--- config.mk ---
export PLATFORM = sky130hd
export DESIGN_NAME = pc_sequencer
export DESIGN_NICKNAME = d
export VERILOG_FILES = /design/src/rtl/pc_sequencer.sv
export SDC_FILE = /design/constraint.sdc
export NUM_CORES = 1
export LEC_CHECK = 0
export ABC_AREA = 1
export BUFFER_PORTS_ARGS = -buffer_cell sky130_fd_sc_hd__buf_2
export CAP_MARGIN = 20
export CORE_ASPECT_RATIO = 1.75
export CORE_MARGIN = 4
export CORE_UTILIZATION = 39
export CTS_CLUSTER_SIZE = 12
export DETAILED_ROUTE_END_ITERATION = 7
export GPL_ROUTABILITY_DRIVEN = 0
export PLACE_DENSITY = 0.79
export RECOVER_POWER = 100
export SLEW_MARGIN = 20
export SYNTH_ARGS = -nofsm -noshare
export SYNTH_HDL_FRONTEND = slang
export SYNTH_SLANG_ARGS = --single-unit
--- constraint.sdc ---
create_clock -name clock -period 1.4 [get_ports clock]
set_input_delay 0.21 -clock clock [delete_from_list [all_inputs] [get_ports clock]]
set_output_delay 0.21 -clock clock [all_outputs]
set_load 0.005 [all_outputs]
--- src/rtl/pc_sequencer.sv ---
// Fetch/execute controller driving the PC select code and branch operand.
// Owns branch resolution, halt/resume and instruction-memory timeout faults.
module pc_sequencer #(
    parameter int TIMEOUT = 15,
    parameter int CNT_W   = 32
) (
    input  logic             clock,
    input  logic             reset,
    input  logic             imem_ready,
    input  logic             exec_done,
    input  logic             stall,
    input  logic [1:0]       branch_type,
    input  logic             branch_cond,
    input  logic [63:0]      branch_offset,
    input  logic [63:0]      branch_target,
    input  logic             halt_req,
    input  logic             resume,
    output logic [1:0]       PS,
    output logic [63:0]      pc_in,
    output logic             fetch_req,
    output logic             ir_load,
    output logic             halted,
    output logic             fault,
    output logic [CNT_W-1:0] instret
);

    typedef enum logic [2:0] {
        BOOT  = 3'd0,
        FETCH = 3'd1,
        EXEC  = 3'd2,
        HALT  = 3'd3,
        FAULT = 3'd4
    } state_t;

    localparam logic [7:0] TO = 8'(TIMEOUT);

    state_t     state;
    state_t     next_state;
    logic [7:0] wait_cnt;
    logic [7:0] wait_next;
    logic       retire;

    always_ff @(posedge clock or negedge reset) begin
        if (!reset) begin
            state    <= BOOT;
            wait_cnt <= 8'd0;
            instret  <= '0;
        end else begin
            state    <= next_state;
            wait_cnt <= wait_next;
            if (retire)
                instret <= instret + 1'b1;
        end
    end

    always_comb begin
        next_state = state;
        wait_next  = wait_cnt;
        PS         = 2'b00;
        pc_in      = 64'd0;
        fetch_req  = 1'b0;
        ir_load    = 1'b0;
        halted     = 1'b0;
        fault      = 1'b0;
        retire     = 1'b0;
        unique case (state)
            BOOT: begin
                wait_next  = 8'd0;
                next_state = FETCH;
            end
            FETCH: begin
                fetch_req = 1'b1;
                if (!stall) begin
                    if (imem_ready) begin
                        ir_load    = 1'b1;
                        wait_next  = 8'd0;
                        next_state = EXEC;
                    end else begin
                        wait_next = wait_cnt + 8'd1;
                        if (wait_next == TO)
                            next_state = FAULT;
                    end
                end
            end
            EXEC: begin
                wait_next = 8'd0;
                // Update cycle: the only cycle PS may be non-zero
                if (exec_done && !stall) begin
                    retire     = 1'b1;
                    next_state = halt_req ? HALT : FETCH;
                    unique case (branch_type)
                        2'b00: PS = 2'b01;
                        2'b01: begin
                            PS    = 2'b11;
                            pc_in = branch_offset;
                        end
                        2'b10: begin
                            if (branch_cond) begin
                                PS    = 2'b11;
                                pc_in = branch_offset;
                            end else begin
                                PS = 2'b01;
                            end
                        end
                        2'b11: begin
                            PS    = 2'b10;
                            pc_in = branch_target;
                        end
                        default: PS = 2'b00;
                    endcase
                end
            end
            HALT: begin
                halted = 1'b1;
                if (resume)
                    next_state = FETCH;
            end
            FAULT: begin
                fault = 1'b1;
            end
            default: begin
                wait_next  = 8'd0;
                next_state = BOOT;
            end
        endcase
    end

endmodule
==> results of run 1 <==
[through the flow]
step                utilization, %  hold slack [ns]  cells
floorplan                        -         -0.08559    548
detailed placement           63.30           0.1557    970
CTS                          72.19           0.2947   1000
finish                       77.14           0.3531   1010
global route                 77.14           0.3697   1010
global placement             63.30           0.1526    970
[report_power, final]
group          total (uW)  switching [uW]  internal [uW]
registers            1810             318           1500
logic                3610            1990           1620
clock network        1250             494            760
total                6680            2810           3870
[cell type report]
| class | count | area, sq um | area share, % |
|---|---|---|---|
| timing repair buffer | 356 | 2258 | 33.33 |
| multi-input combinational | 428 | 2909 | 42.94 |
| sequential | 43 | 1082 | 15.97 |
| clock buffer | 8 | 156.4 | 2.308 |
| inverter | 58 | 222.7 | 3.287 |
| tap | 117 | 146.4 | 2.161 |
[repair_timing]
item,4_1_cts,5_1_grt
buffers inserted,16,13
setup endpoints to repair,105,111
cloned,6,1
endpoints found under the hold margin,14,0
gates resized for setup,112,129
pin swaps,45,54
hold buffers,1,0
[flip-flops by register name, indices dropped and copies added (netlist names)]
name and cells:
instret 32, state 3, wait_cnt 8
[layout by cell type, fill, tap and decap left out, drive strengths merged]
cell	n
o21ai	18
dfrtp	43
inv	58
a21oi	1
a21boi	1
nand2	147
nand3b	6
nor3b	1
clkbuf	28
buf	334
a22oi	64
dlygate4sd3	1
xnor2	3
nor2	118
o22ai	5
nand3	26
o211ai	1
xor2	13
bufbuf	1
nand4	3
nor3	18
ha	3
[worst min-delay path, cell delays in order]
cell,delay [ns]
buf_2,0.13
nor2_4,0.06
nand2_2,0.09
o22ai_1,0.09
[cells by family (layout without fill, tap and decap cells)]
logic type               after synthesis  after routing  synth area share, %
AO/OA/AOI/OAI                         88             90                17.28
AND/OR/NAND/NOR                      319            319                39.12
flip-flops                            43             43                30.20
XOR/XNOR                              16             16                3.933
buffers and inverters                 79            422                8.427
adder cells (fa/ha/maj)                3              3                1.053
[worst max-delay path by stage]
| stage | from | depth (start not counted) | endpoint | slack (ns) |
|---|---|---|---|---|
| floorplan | state[0] | 6 | pc_in[10] | -0.03 |
| global placement | state[0] | 7 | pc_in[58] | -0.16 |
| detailed placement | state[0] | 7 | pc_in[58] | -0.24 |
| CTS | state[0] | 8 | pc_in[17] | -0.40 |
| global route | state[0] | 8 | pc_in[46] | -0.56 |
| finish | state[0] | 7 | pc_in[29] | -0.49 |
[layer usage]
layer / GRT usage [%] / wire length (um)
met4: 14.10 / 1359
met5: 0 / 0
met2: 58.76 / 10460
met3: 6.275 / 2690
met1: 39.45 / 6915
==> flow_summary.toml, run 1 <==
[synthesis]
ys_seq_area_share_pct = 30.20
ys_types = 32
synthFlopType = "dfrtp_1"
yosysMostFrequentCell = "nand2_1"
synth_fp_nets = 689
synth_commonest_cells = "nand2_1, nor2_1, a22oi_1, inv_1, dfrtp_1"
synth_edf_count = 0
ys_ff_latch = 43
synth.area.top_cells = "dfrtp_1, nand2_1, a22oi_1"
avgSynthCellArea_sq_um = 6.503
yosys.area.top_type_share_pct = 30.20
synth_area_sq_um = 3563
synth_top_area_cell = "dfrtp_1"
synthCells = 548
synthArstFlopShare_pct = 100.0
ys_warn_count = 0

[final_layout]
fillers = 578
diodes = 0
nNetsFinal = 1033
fin_area_sq_um = 6775
syn2layout_area_growth_pct = 90.13
layout-drive-gt1-share_pct = 57.56

[worst_setup_path]
worstPathMaxFanout = 10
ff2ff_path_depth = 10
timing.rr.end = "instret[12]"
cp.required_ns = 1.19
cpLargestDelayFamily = "simple AND/OR/NAND/NOR gates"
slowest_delay_ns = 0.39
cp_cell_sequence = "inv_2 -> nand3_4 -> nor2_8 -> buf_12 -> o21ai_4 -> nor2_2 -> buf_2"
critical_path_class = "flop to primary output"
setup.worst_path.start_class = "flop"
crit_slowest_cell = "dfrtp_1"
worstPathArrival_ns = 1.68
r2r_slack_ns = -0.39
rr_startpoint = "state[0]"
crit_path_end_kind = "primary output"
worst-path-buf-inv = 3

[min_path]
hold_path_class = "input port to flop"
hold_path_depth = 4
min_from = "imem_ready"
min_to = "wait_cnt[4]"

[timing]
post-route-period-util_pct = 135.2
fmax_mhz = 528.3
tns_ns = -36.62
relSlewSlack_pct = 64.61
finalCriticalPeriod_ns = 1.893
finClkSkew_ns = 0.003323
setup_viol_count_final = 110
finalHoldViolations = 0
rsz0062_at_grt = "yes"
slew_viol_final = 0
setup_ws_ns = -0.4928
worstMarginPinSlew_ns = 0.5309

[drt]
wirelength_um = 21430
drt-initial-drc-count = 653
post-route-drc-count = 0
final_antenna_net_count = 0
wl_per_cell_um = 21.21
viasPerCell = 5.823
via_count = 5881
dr.pass1.iters = 7

[die]
die_width_um = 80.26
pin_count = 240
fp.dieH_um = 134.5
die_area_sq_um = 10790
core_area_sq_um = 8783
initial_core_util_pct = 40.57
rows = 45

[pwr]
power_density_nw_per_um2 = 985.8
peakVddDrop_mv = 0.6240
power.total_uw = 6679
leakage_uw = 0.003560

[clock_tree]
cts.clk_slew.worst_paths_ns = 0.06
htree_levels = 2
cts_root_buffer = "clkbuf_16"
clk_latency_ns = 0.29
cts_tree = "done"
clk_path_buf_depth = 2
cts.sinks = 43
cts_buffers = 5

[outcome]
violations = "setup timing"
status = "complete, but fails checks"

[run]
maxCapViolCount = 0

[grt]
grt_max_degree = 33
track_usage_pct = 33.60
grt.overflow.total = 0
antenna_found_initial = 0
grt_pass1_vias = 5406
grt_pass1_wl_um = 27700

[placement]
place_ws_ns = -0.2395
hpwlAfterDp_um = 14180
dpl_cell_area_sq_um = 5560
io_buffers = 239
No activity file was read; power rests on OpenSTA's default activity.
==> inputs of run 2 (changes only) <==
--- a/config.mk
+++ b/config.mk
@@ -6,15 +6,15 @@
 export NUM_CORES = 1
 export LEC_CHECK = 0
 export ABC_AREA = 1
-export BUFFER_PORTS_ARGS = -buffer_cell sky130_fd_sc_hd__buf_2
 export CAP_MARGIN = 20
 export CORE_ASPECT_RATIO = 1.75
 export CORE_MARGIN = 4
-export CORE_UTILIZATION = 39
+export CORE_UTILIZATION = 45
+export CTS_BUF_LIST = sky130_fd_sc_hd__clkbuf_8
 export CTS_CLUSTER_SIZE = 12
 export DETAILED_ROUTE_END_ITERATION = 7
+export DONT_BUFFER_PORTS = 1
 export GPL_ROUTABILITY_DRIVEN = 0
-export PLACE_DENSITY = 0.79
 export RECOVER_POWER = 100
 export SLEW_MARGIN = 20
 export SYNTH_ARGS = -nofsm -noshare
==> run 2 against run 1 <==
The run still ends with setup timing left. Flip-flop and latch count unchanged. Critical path depth unchanged. Setup slack improved by 0.071 ns. Largest power group unchanged. Count of clock-buffer cells in the layout decreased by 1. Sequential power decreased by 3%. Register-to-register slack improved by 0.08 ns. Core utilization increased by 1.7 points. Clock skew increased by 0.0038 ns. Global-route usage increased by 1.7 points. Die area decreased by 12%.
==> flow_summary.toml, run 2 (synthesis results as in run 1) <==
[pwr]
power.total_uw = 6310
pwr-share-clk_pct = 14.7
power_density_nw_per_um2 = 1051
pwr-share-comb_pct = 57.6
switching_share_pct = 42.93
leakage_uw = 0.002795
p_int_uw = 3601
peakVddDrop_mv = 0.8780
p_sw_uw = 2709
seqPwrFrac_pct = 27.7

[min_path]
hold_path_class = "input port to flop"

[timing]
fmax_mhz = 549.0
relSlewSlack_pct = 57.98
slew_viol_final = 0
finalHoldViolations = 0
rsz0062_at_grt = "yes"
post-route-period-util_pct = 130.1
setup_viol_count_final = 113
finClkSkew_ns = 0.007120
worstMarginPinSlew_ns = 0.6302
finalCriticalPeriod_ns = 1.821
setup_ws_ns = -0.4214
hold_ws_ns = 0.1398

[die]
die_width_um = 75.27
core_area_sq_um = 7620
pin_count = 240
rows = 42
initial_core_util_pct = 46.77
fp.dieH_um = 125.7
die_area_sq_um = 9462

[worst_setup_path]
cpLargestDelayFamily = "buffers and inverters"
crit_path_end_kind = "primary output"
setup.worst_path.start_class = "flop"
crit_slowest_cell = "dfrtp_1"
cp.required_ns = 1.19
worst-path-buf-inv = 3
worstPathMaxFanout = 6
critical_path_class = "flop to primary output"
worstPathArrival_ns = 1.61
slowest_delay_ns = 0.40
cp_cell_sequence = "inv_2 -> nand3_4 -> nor2_8 -> o21ai_4 -> buf_12 -> clkbuf_16 -> nor2_1"

[grt]
track_usage_pct = 35.27
grt.overflow.total = 0
grt_max_degree = 66
antenna_found_initial = 2
grt_pass1_vias = 4659
grt_pass1_wl_um = 24590

[clock_tree]
cts.sinks = 43
htree_levels = 2
clk_path_buf_depth = 2
cts.clk_slew.worst_paths_ns = 0.09
cts_root_buffer = "clkbuf_8"
cts_buffers = 5
clk_latency_ns = 0.32
cts_tree = "done"

[final_layout]
largest_reg_flops = 32
layout-drive-gt1-share_pct = 45.58
final_cell_mix = "nand2_1, buf_4, a22oi_1"
syn2layout_area_growth_pct = 68.50
nNetsFinal = 853
final_common_cell = "nand2_1"
fin_cells = 803
top_register = "instret"
reg_top3 = "instret x32, wait_cnt x8, state x3"

[drt]
wl_per_cell_um = 22.50
wirelength_um = 18070
dr.pass1.iters = 6
drt-initial-drc-count = 410
post-route-drc-count = 0
via_count = 4835
viasPerCell = 6.021
final_antenna_net_count = 0

[placement]
hpwlAfterDp_um = 13050
io_buffers = 0
dp_cells = 750

[outcome]
status = "complete, but fails checks"
violations = "setup timing"

[run]
maxCapViolCount = 0
-- run 2: worst min-delay path: stages --
cell and delay (ns):
nor2_1 0.08, nor2_1 0.07, nand2_1 0.06
-- run 2: per-layer routing --
layer | up-vias | global-route usage (%) | part of all wire, %
met2 | 361 | 58.53 | 49
met3 | 67 | 13.24 | 14
met5 | - | 0 | 0
met4 | 0 | 12.98 | 4.4
met1 | 2275 | 40.28 | 32
li1 | 2132 | - | -
-- run 2: power by group through the flow --
stage	sequential (uW)	combinational, uW	clock [uW]
4_1_cts	1720	3090	925
3_5_place_dp	1750	2580	0
3_3_place_gp	1730	2520	0
5_1_grt	1770	3890	986
2_1_floorplan	1790	1100	0
6_report	1750	3630	929
-- run 2: path summary, 6_finish.rpt --
check	start	cells after the start	slack (ns)	endpoint
worst max-delay path	state[0]	7	-0.42	pc_in[46]
worst min-delay path	resume	3	0.14	state[1]
worst max register to register	instret[2]	9	-0.31	instret[21]
worst min register to register	wait_cnt[7]	2	0.56	wait_cnt[7]
max in group asynchronous	reset	2	0.45	instret[18]
min in group asynchronous	reset	2	0.48	instret[4]
-- run 2: cell type report --
class / instances / area, sq um
diodes: 2 / 5.005
clock buffers: 7 / 96.34
clock inverters: 1 / 3.754
fillers: 519 / 1615
inverters: 58 / 225.2
multi-input cells: 426 / 2903
flip-flops and latches: 43 / 1081
well taps: 88 / 110.1
repair buffers: 178 / 1580
-- run 2: repair_timing --
| item | in CTS | in global routing |
|---|---|---|
| gates cloned | 4 | 3 |
| endpoints found under the setup margin | 106 | 116 |
| gates resized for setup | 118 | 124 |
| pin swaps | 37 | 42 |
| buffers inserted | 24 | 18 |
| hold buffers | 2 | 0 |
| hold endpoints to repair | 43 | 0 |
-- run 2: per-stage QoR --
stage | utilization, % | setup slack (ns) | TNS (ns) | area, sq um
3_3_place_gp | 61.86 | -0.1250 | -3.201 | 4713
4_1_cts | 72.18 | -0.3878 | -28.81 | 5500
5_1_grt | 78.80 | -0.4679 | -39.18 | 6005
2_1_floorplan | - | -0.03110 | -1.912 | 3612
6_report | 78.80 | -0.4214 | -31.28 | 6005
3_5_place_dp | 61.86 | -0.1443 | -4.807 | 4713
